==> src/rtl/soc_rst_ctrl.sv <==
// soc_rst_ctrl: SoC reset sequencer.
// Waits for a filtered PLL lock, releases the peripheral reset and then the
// core reset after fixed delays, and re-enters reset on lock loss, software
// request or (optionally) watchdog expiry. The cause of the last reset is
// kept one-hot in rst_cause_o.
// The watchdog is built only when the macro SOC_RST_WDT_EN is defined.
module soc_rst_ctrl #(
  parameter int unsigned       SYNC_STAGES = 2,
  parameter int unsigned       LOCK_FILT   = 8,
  parameter int unsigned       PERI_DLY    = 16,
  parameter int unsigned       CORE_DLY    = 16,
  parameter int unsigned       WDT_W       = 24,
  parameter logic [WDT_W-1:0]  WDT_LIMIT   = WDT_W'(24'hFF_FFFF)
) (
  input  logic       clk,
  input  logic       rst_n,
  input  logic       pll_locked_i,
  input  logic       sw_rst_req_i,
  input  logic       wdt_en_i,
  input  logic       wdt_kick_i,
  output logic       peri_rst_n_o,
  output logic       core_rst_n_o,
  output logic [3:0] rst_cause_o
);

  localparam int unsigned LOCK_W  = $clog2(LOCK_FILT + 1);
  localparam int unsigned DLY_MAX = (PERI_DLY > CORE_DLY) ? PERI_DLY : CORE_DLY;
  localparam int unsigned DLY_W   = $clog2(DLY_MAX + 1);

  localparam logic [LOCK_W-1:0] LOCK_LAST = LOCK_W'(LOCK_FILT - 1);
  localparam logic [DLY_W-1:0]  PERI_LAST = DLY_W'(PERI_DLY - 1);
  localparam logic [DLY_W-1:0]  CORE_LAST = DLY_W'(CORE_DLY - 1);

  localparam logic [3:0] CAUSE_EXT  = 4'b0001;
  localparam logic [3:0] CAUSE_LOCK = 4'b0010;
  localparam logic [3:0] CAUSE_SW   = 4'b0100;
  localparam logic [3:0] CAUSE_WDT  = 4'b1000;

  typedef enum logic [1:0] {
    S_WAIT_LOCK,
    S_HOLD,
    S_PERI,
    S_RUN
  } state_t;

  typedef enum logic [1:0] {
    EV_NONE,
    EV_LOCK,
    EV_SW,
    EV_WDT
  } evt_t;

  state_t                   state;
  state_t                   state_nxt;
  evt_t                     evt;
  logic [SYNC_STAGES-1:0]   sync_q;
  logic                     locked_s;
  logic [LOCK_W-1:0]        lock_cnt;
  logic [DLY_W-1:0]         dly_cnt;
  logic                     wdt_expire;
  logic                     peri_nxt;
  logic                     core_nxt;
  logic [3:0]               cause_nxt;

  // Bring the asynchronous PLL lock into the clk domain.
  always_ff @(posedge clk or negedge rst_n) begin
    // NOTE: sequential state is written with <= so every flop samples the
    // pre-edge value of its neighbours, which is what makes the chain shift.
    if (!rst_n) begin
      sync_q <= '0;
    end else begin
      sync_q <= {sync_q[SYNC_STAGES-2:0], pll_locked_i};
    end
  end

  assign locked_s = sync_q[SYNC_STAGES-1];

`ifdef SOC_RST_WDT_EN
  logic [WDT_W-1:0] wdt_cnt;

  // Expiry is the edge on which the count would reach the limit; a kick in
  // the same cycle takes precedence.
  assign wdt_expire = (state == S_RUN) && wdt_en_i && !wdt_kick_i &&
                      (wdt_cnt == WDT_LIMIT - 1'b1);

  // Watchdog counter: runs only in S_RUN, cleared on entry and on a kick.
  always_ff @(posedge clk or negedge rst_n) begin
    if (!rst_n) begin
      wdt_cnt <= '0;
    end else if ((state != S_RUN) || (state_nxt != S_RUN) || wdt_kick_i) begin
      wdt_cnt <= '0;
    end else if (wdt_en_i) begin
      wdt_cnt <= wdt_cnt + 1'b1;
    end
  end
`else
  logic unused_wdt;

  assign wdt_expire = 1'b0;
  assign unused_wdt = ^{wdt_en_i, wdt_kick_i, WDT_LIMIT};
`endif

  // State register.
  always_ff @(posedge clk or negedge rst_n) begin
    if (!rst_n) begin
      state <= S_WAIT_LOCK;
    end else begin
      state <= state_nxt;
    end
  end

  // Next-state logic; exit events are ordered lock loss > software > watchdog.
  always_comb begin
    // NOTE: every output of a combinational block gets a default first so
    // no path leaves it unassigned and no latch is inferred.
    state_nxt = state;
    evt       = EV_NONE;
    case (state)
      S_WAIT_LOCK: begin
        if (locked_s && (lock_cnt == LOCK_LAST)) begin
          state_nxt = S_HOLD;
        end
      end
      S_HOLD: begin
        if (!locked_s) begin
          state_nxt = S_WAIT_LOCK;
          evt       = EV_LOCK;
        end else if (dly_cnt == PERI_LAST) begin
          state_nxt = S_PERI;
        end
      end
      S_PERI: begin
        if (!locked_s) begin
          state_nxt = S_WAIT_LOCK;
          evt       = EV_LOCK;
        end else if (sw_rst_req_i) begin
          state_nxt = S_HOLD;
          evt       = EV_SW;
        end else if (dly_cnt == CORE_LAST) begin
          state_nxt = S_RUN;
        end
      end
      S_RUN: begin
        if (!locked_s) begin
          state_nxt = S_WAIT_LOCK;
          evt       = EV_LOCK;
        end else if (sw_rst_req_i) begin
          state_nxt = S_HOLD;
          evt       = EV_SW;
        end else if (wdt_expire) begin
          state_nxt = S_HOLD;
          evt       = EV_WDT;
        end
      end
      default: begin
        state_nxt = S_WAIT_LOCK;
      end
    endcase
  end

  // Output decode from the next state, so the registered resets change on
  // the same edge as the state.
  always_comb begin
    peri_nxt  = (state_nxt == S_PERI) || (state_nxt == S_RUN);
    core_nxt  = (state_nxt == S_RUN);
    cause_nxt = rst_cause_o;
    case (evt)
      EV_LOCK: cause_nxt = CAUSE_LOCK;
      EV_SW:   cause_nxt = CAUSE_SW;
      EV_WDT:  cause_nxt = CAUSE_WDT;
      default: cause_nxt = rst_cause_o;
    endcase
  end

  // Registered reset outputs and cause record.
  always_ff @(posedge clk or negedge rst_n) begin
    if (!rst_n) begin
      peri_rst_n_o <= 1'b0;
      core_rst_n_o <= 1'b0;
      rst_cause_o  <= CAUSE_EXT;
    end else begin
      peri_rst_n_o <= peri_nxt;
      core_rst_n_o <= core_nxt;
      rst_cause_o  <= cause_nxt;
    end
  end

  // Lock filter: counts consecutive locked cycles while waiting for lock.
  always_ff @(posedge clk or negedge rst_n) begin
    if (!rst_n) begin
      lock_cnt <= '0;
    end else if ((state == S_WAIT_LOCK) && (state_nxt == S_WAIT_LOCK) && locked_s) begin
      lock_cnt <= lock_cnt + 1'b1;
    end else begin
      lock_cnt <= '0;
    end
  end

  // Release delay counter for S_HOLD and S_PERI; restarts on every state change.
  always_ff @(posedge clk or negedge rst_n) begin
    if (!rst_n) begin
      dly_cnt <= '0;
    end else if (state_nxt != state) begin
      dly_cnt <= '0;
    end else if ((state == S_HOLD) || (state == S_PERI)) begin
      dly_cnt <= dly_cnt + 1'b1;
    end else begin
      dly_cnt <= '0;
    end
  end

endmodule

==> config.mk <==
export PLATFORM = sky130hd
export DESIGN_NAME = soc_rst_ctrl
export DESIGN_NICKNAME = d
export VERILOG_FILES = /design/src/rtl/soc_rst_ctrl.sv
export SDC_FILE = /design/constraint.sdc
export NUM_CORES = 1
export LEC_CHECK = 0
export ABC_AREA = 1
export CORE_UTILIZATION = 30
export DETAILED_ROUTE_END_ITERATION = 10
export PLACE_DENSITY = 0.47
export SYNTH_ARGS = -nofsm -noshare
export SYNTH_HDL_FRONTEND = slang
export SYNTH_SLANG_ARGS = --single-unit
==> constraint.sdc <==
create_clock -name clk -period 1.65 [get_ports clk]
set_input_delay 0.495 -clock clk [delete_from_list [all_inputs] [get_ports clk]]
set_output_delay 0.495 -clock clk [all_outputs]
set_load 0.02 [all_outputs]
# [Word level (Yosys, flattened, before mapping)]
# Cells that the tools add are included.
# Widths: inputs -> output; s select.
[totals] reg_bits=19 in_bits=6 output_inout_bits=6 wordCells=46
[classes] addsub=2 eq_ne=11 muxes=17 reduce_logical=9
[op_table] operator="$mux 2" count=10
[op_table] operator="$eq 2x2->1 const B" count=6
[op_table] operator="$pmux 4 s3" count=1
[op_table] operator="$mux 5" count=2
[op_table] operator="$pmux 2 s4" count=1
[op_table] operator="$add 5x1->5 const B" count=1
[op_table] operator="$eq 5x4->1 const B" count=1
[op_table] operator="$add 4x1->4 const B" count=1
[op_table] operator="$eq 2x1->1 const B" count=2
[op_table] operator="$eq 4x3->1 const B" count=1
[op_table] operator="$logic_not 2->1" count=2
[op_table] operator="$mux 4" count=1
[op_table] operator="$pmux 2 s2" count=1
[op_table] operator="$logic_and 1x1->1" count=3
[op_table] operator="$reduce_bool 3->1" count=1
[op_table] operator="$logic_or 1x1->1" count=2
[op_table] operator="$ne 2x2->1" count=1
[op_table] operator="$reduce_or 2->1" count=1
[op_table] operator="$mux 1" count=1

# [Logic depth before layout (Yosys ltp)]
[depth] ltp_word=9 ltp_mapped=14 depth_no_buf=14

# [Worst setup path after synthesis]
# OpenSTA, ideal clock, no wires.
[synth_timing] kind="reg-to-reg" from="register dly_cnt[0]" to="register dly_cnt[2]" setup_slack_ns=0.010 setup_ns=0.116 synth_period_minus_slack_ns=1.640 path_buffers=0 t_required_ns=1.534 path_stages_with_launch=15 arrival_ns=1.525 cell_sequence="dfrtp_1 ha_1 nand2_1 nor2_1 ha_1 inv_1 nand2_1 a21oi_1 nand2_1 nand2_2 nand2_2 nand2_1 nand2_2 nand2_4 nor2_2"
[synth_via] elab_chain_len=7 word_cells_on_any_way=11 cone_classes="1 x add/sub; 2 x eq/ne; 8 x mux"
[synth_lines] item="start: declaration" line_no="59" rtl="logic [DLY_W-1:0] dly_cnt;"
[synth_lines] item="start signal: assignment" line_no="206" rtl="dly_cnt <= dly_cnt + 1'b1;"
[synth_lines] item="$eq 5x4->1" line_no="128, 139"
[synth_lines] item="$mux 2" line_no="139" rtl="end else if (dly_cnt == CORE_LAST) begin"
[synth_lines] item="$mux 2" line_no="136" rtl="end else if (sw_rst_req_i) begin"
[synth_lines] item="$mux 2" line_no="133" rtl="if (!locked_s) begin"
[synth_lines] item="$pmux 2 s4" line_no="118" rtl="case (state)"
[synth_lines] item="$ne 2x2->1" line_no="203" rtl="end else if (state_nxt != state) begin"
[synth_lines] item="$mux 5 (*)" line_no="203"
# Every way passes the cells marked *; elsewhere a longest branch is shown, timed or not.
# A chain may end at the register's enable or synchronous reset.

# [Worst setup path after layout]
[layout_timing] from="register dly_cnt[1]" to="register dly_cnt[0]"
[layout_via] elab_chain_len=7 word_cells_on_any_way=9 cone_classes="2 x eq/ne; 7 x mux"
[layout_lines] item="$eq 5x4->1 (*)" line_no="128, 139"
[layout_lines] item="$mux 2" line_no="139"
[layout_lines] item="$mux 2" line_no="136"
[layout_lines] item="$mux 2" line_no="133"
[layout_lines] item="$pmux 2 s4 (*)" line_no="118"
[layout_lines] item="$ne 2x2->1 (*)" line_no="203"
[layout_lines] item="$mux 5 (*)" line_no="203"
# Marks and branches as above.

==> metrics <==
status=finished with violations; failing checks=setup timing; Hold Path End=sync_q[1]; cts hold-fix bufs=0; gpl congestion=roughly 0.72; chip height=59.84 um; Sw Ratio=slightly below 40%; Seq/Total Area, Yosys=between 40% and 50%; Hold Violations, Final=0; minimum clock period=about 1.7 ns; Min Hold Slack=0.3636 ns; Synthesized Nets=roughly 120; fin crit share=100.3%; # DRC=0; total iterations of the first detailed-routing run=4; end of the worst register-to-register path=dly_cnt[0]; CP Launch Type=flip-flop; Clock Latency Late Sink=about 0.29 ns; most frequent CP cell=nand2_2; Area Overhead vs Synth=27.18%; CTS tree=done; Pleak=0.6486 nW; Finished Layout Cells=approximately 180; Routed WL=around 1700 um; Syn Area/Cell=9.378 um2; total CTS buffers=3; Combinational Power Share=43.8%; antenna violations before repair=0; Total Power=between 1 and 1.5 mW; R2R setup slack=-0.006 ns; dpl cells=170; YS warnings=0; crit path capture type=flip-flop; RSZ-0062 raised after global routing=yes; hold path depth=0; post-route cell area=1276 um2; sequential share of power=roughly two fifths; Max-slew headroom=~83%; Cells after Synth=107; Clock Skews=0.001198 ns; Vias=a little under 700; port buffer count=9; PnR worst setup slack=-0.005558 ns; Sink Count=19; CP arrival=~1.9 ns; Synth cell types=19; maximum VDD drop=approximately 0.00050 V; final-stage net count=roughly 150; power per cell area=approximately 1100 nW/um2; Clock Tree Buf Depth=2; CP Max Fanout=5; hpwl dp=1308 um; area post-placement=around 1200 um2; Ant. Diodes=0; Slew @ Worst Pin=0.2513 ns; clock-pin transition on the worst setup and hold timing paths=0.10 ns; largest net degree at the start of global routing=20; Clock Tree Root=clkbuf_4; R2R Path Start=dly_cnt[1]; DR iter-0 viols=14; Setup CP Type=flip-flop to flip-flop; effective utilization at floorplan=about a third; HP Start=sync_q[0]; Critical Path Slowest Stage Cell=dfrtp_1; CORE AREA=between 3000 and 4000 um2; Row Count=20; GR Overflow Total=0; layout cells sized above 1=a little over a third; Clock power frac=between 10% and 20%; I/O pin count=12; WL per Instance=roughly 9.9 um; Max-Cap Viols=0; worst r2r path cells=14; Max Clock Freq=roughly 600 MHz; Pint=851.9 uW; HP Class=flip-flop to flip-flop; #FFs+latches synth=19; CP Cell Sequence=ha_2 -> nand2_2 -> nor2_2 -> ha_4 -> inv_2 -> nand2_1 -> a21oi_1 -> nand2_1 -> nand2_2 -> nand2_4 -> nand2_2 -> nand2_2 -> nand2_4 -> nor2_2; GR Util All Layers=between 10% and 20%; global-route wire length before repair=between 3000 and 4000 um; final setup violation count=5; Max stage delay on crit path=roughly 0.39 ns; WP data required=roughly 1.8 ns; vias in the first global route=slightly above 700; Die W=~60 um; net switching power=about 540 uW; Syn Std Cell Area=1003 um2; fin. max-slew vios=0; Via density=slightly below 4; H-tree depth=1; Die Area=3580 um2; Post-DRT Antenna Nets=0
==> flip-flops by register name, summed over array words and instances, names as in the netlist <==
name and flops:
lock_cnt 4, state 2, core_rst_n_o 1, dly_cnt 5, peri_rst_n_o 1, rst_cause_o 4, sync_q 2
==> cells by family (layout without fill, tap and decap cells) <==
family                   after synthesis  in the layout  share of synthesized area, %
XOR/XNOR                               3              3                         2.619
flip-flops                            19             19                         47.51
adder cells (fa/ha/maj)                8              8                         9.975
AND/OR/NAND/NOR                       58             58                         32.54
buffers and inverters                 17             41                         6.359
AO/OA/AOI/OAI                          2              2                        0.9975
==> worst max path at each step <==
stage	slack [ns]	cells past startpoint	end	start
after floorplan	0.01	14	dly_cnt[2]	dly_cnt[0]
after global placement	-0.09	14	dly_cnt[3]	dly_cnt[0]
after detailed placement	-0.12	14	dly_cnt[2]	dly_cnt[0]
after CTS	-0.08	14	dly_cnt[3]	dly_cnt[0]
after global routing	-0.11	14	dly_cnt[3]	dly_cnt[1]
final	-0.006	14	dly_cnt[0]	dly_cnt[1]
==> through the flow <==
step,utilization [%],setup slack (ns),TNS [ns]
floorplan,-,0.009603,0
global placement,39.44,-0.09271,-0.5584
detailed placement,39.44,-0.1249,-0.8093
CTS,40.40,-0.07538,-0.3743
global route,41.13,-0.1136,-0.9473
finish,41.13,-0.005558,-0.02441
==> worst max-delay path, delay by kind of cell (launching register included) <==
kind	cells	cell delay, ns
and+or+nand+nor	10	0.63
buffers and inverters	1	0.04
DFF	1	0.39
AOI/OAI and AO/OA	1	0.13
adders and majority gates	2	0.36
==> final cells by class <==
type	instances	area, um2
Clock buffer	4	26.28
Fill cell	338	1827
Inverter	17	63.81
Multi-Input combinational cell	71	493.0
Sequential cell	19	476.7
Tap cell	44	55.05
Timing Repair Buffer	20	161.4
==> cells in the final DEF, fill, tap and decap left out <==
master	instances
a21oi_1	2
buf_4	11
clkbuf_1	1
clkbuf_2	1
clkbuf_4	3
clkdlybuf4s50_1	3
dfrtp_1	18
dfstp_2	1
dlygate4sd2_1	5
ha_1	6
ha_2	1
ha_4	1
inv_1	14
inv_2	3
nand2_1	20
nand2_2	6
nand2_4	3
nand3_1	7
nand3_2	3
nand4_2	1
nand4_4	1
nor2_1	6
nor2_2	9
nor2_4	1
or2_2	1
xnor2_1	1
xor2_1	2
==> synth_stat cells <==
library cell / number / area [um2]
nand2_4: 2 / 22.52
or2_2: 1 / 6.260
nand4_4: 1 / 21.27
nand2_2: 5 / 31.28
inv_2: 2 / 7.510
a21oi_1: 2 / 10.01
nand3_2: 3 / 30.03
dfstp_2: 1 / 26.28
nor2_4: 1 / 11.26
xor2_1: 2 / 17.52
nor2_2: 7 / 43.79
xnor2_1: 1 / 8.760
nand2_1: 22 / 82.58
nand3_1: 7 / 35.03
inv_1: 15 / 56.30
nor2_1: 8 / 30.03
nand4_2: 1 / 12.51
ha_1: 8 / 100.1
dfrtp_1: 18 / 450.4
==> timing repair <==
item                       CTS  global route
pin swaps                    5             5
cloned                       0             0
buffers inserted             0             1
setup endpoints to repair   16            12
gates resized for setup     12             5
==> routing by layer <==
layer,global-route usage [%],up-vias,share of wire (%)
li1,-,375,-
met1,16.19,315,52
met2,18.25,3,45
met3,1.948,2,2.0
met4,5.980,0,1.1
met5,0,-,0
==> power by group through the flow <==
stage / clock, mW / sequential [mW] / combinational, mW
finish: 0.231 / 0.552 / 0.610
detailed placement: 0 / 0.561 / 0.600
floorplan: 0 / 0.582 / 0.379
CTS: 0.244 / 0.553 / 0.603
global placement: 0 / 0.560 / 0.592
global route: 0.264 / 0.560 / 0.690
No activity file was read; power rests on OpenSTA's default activity.
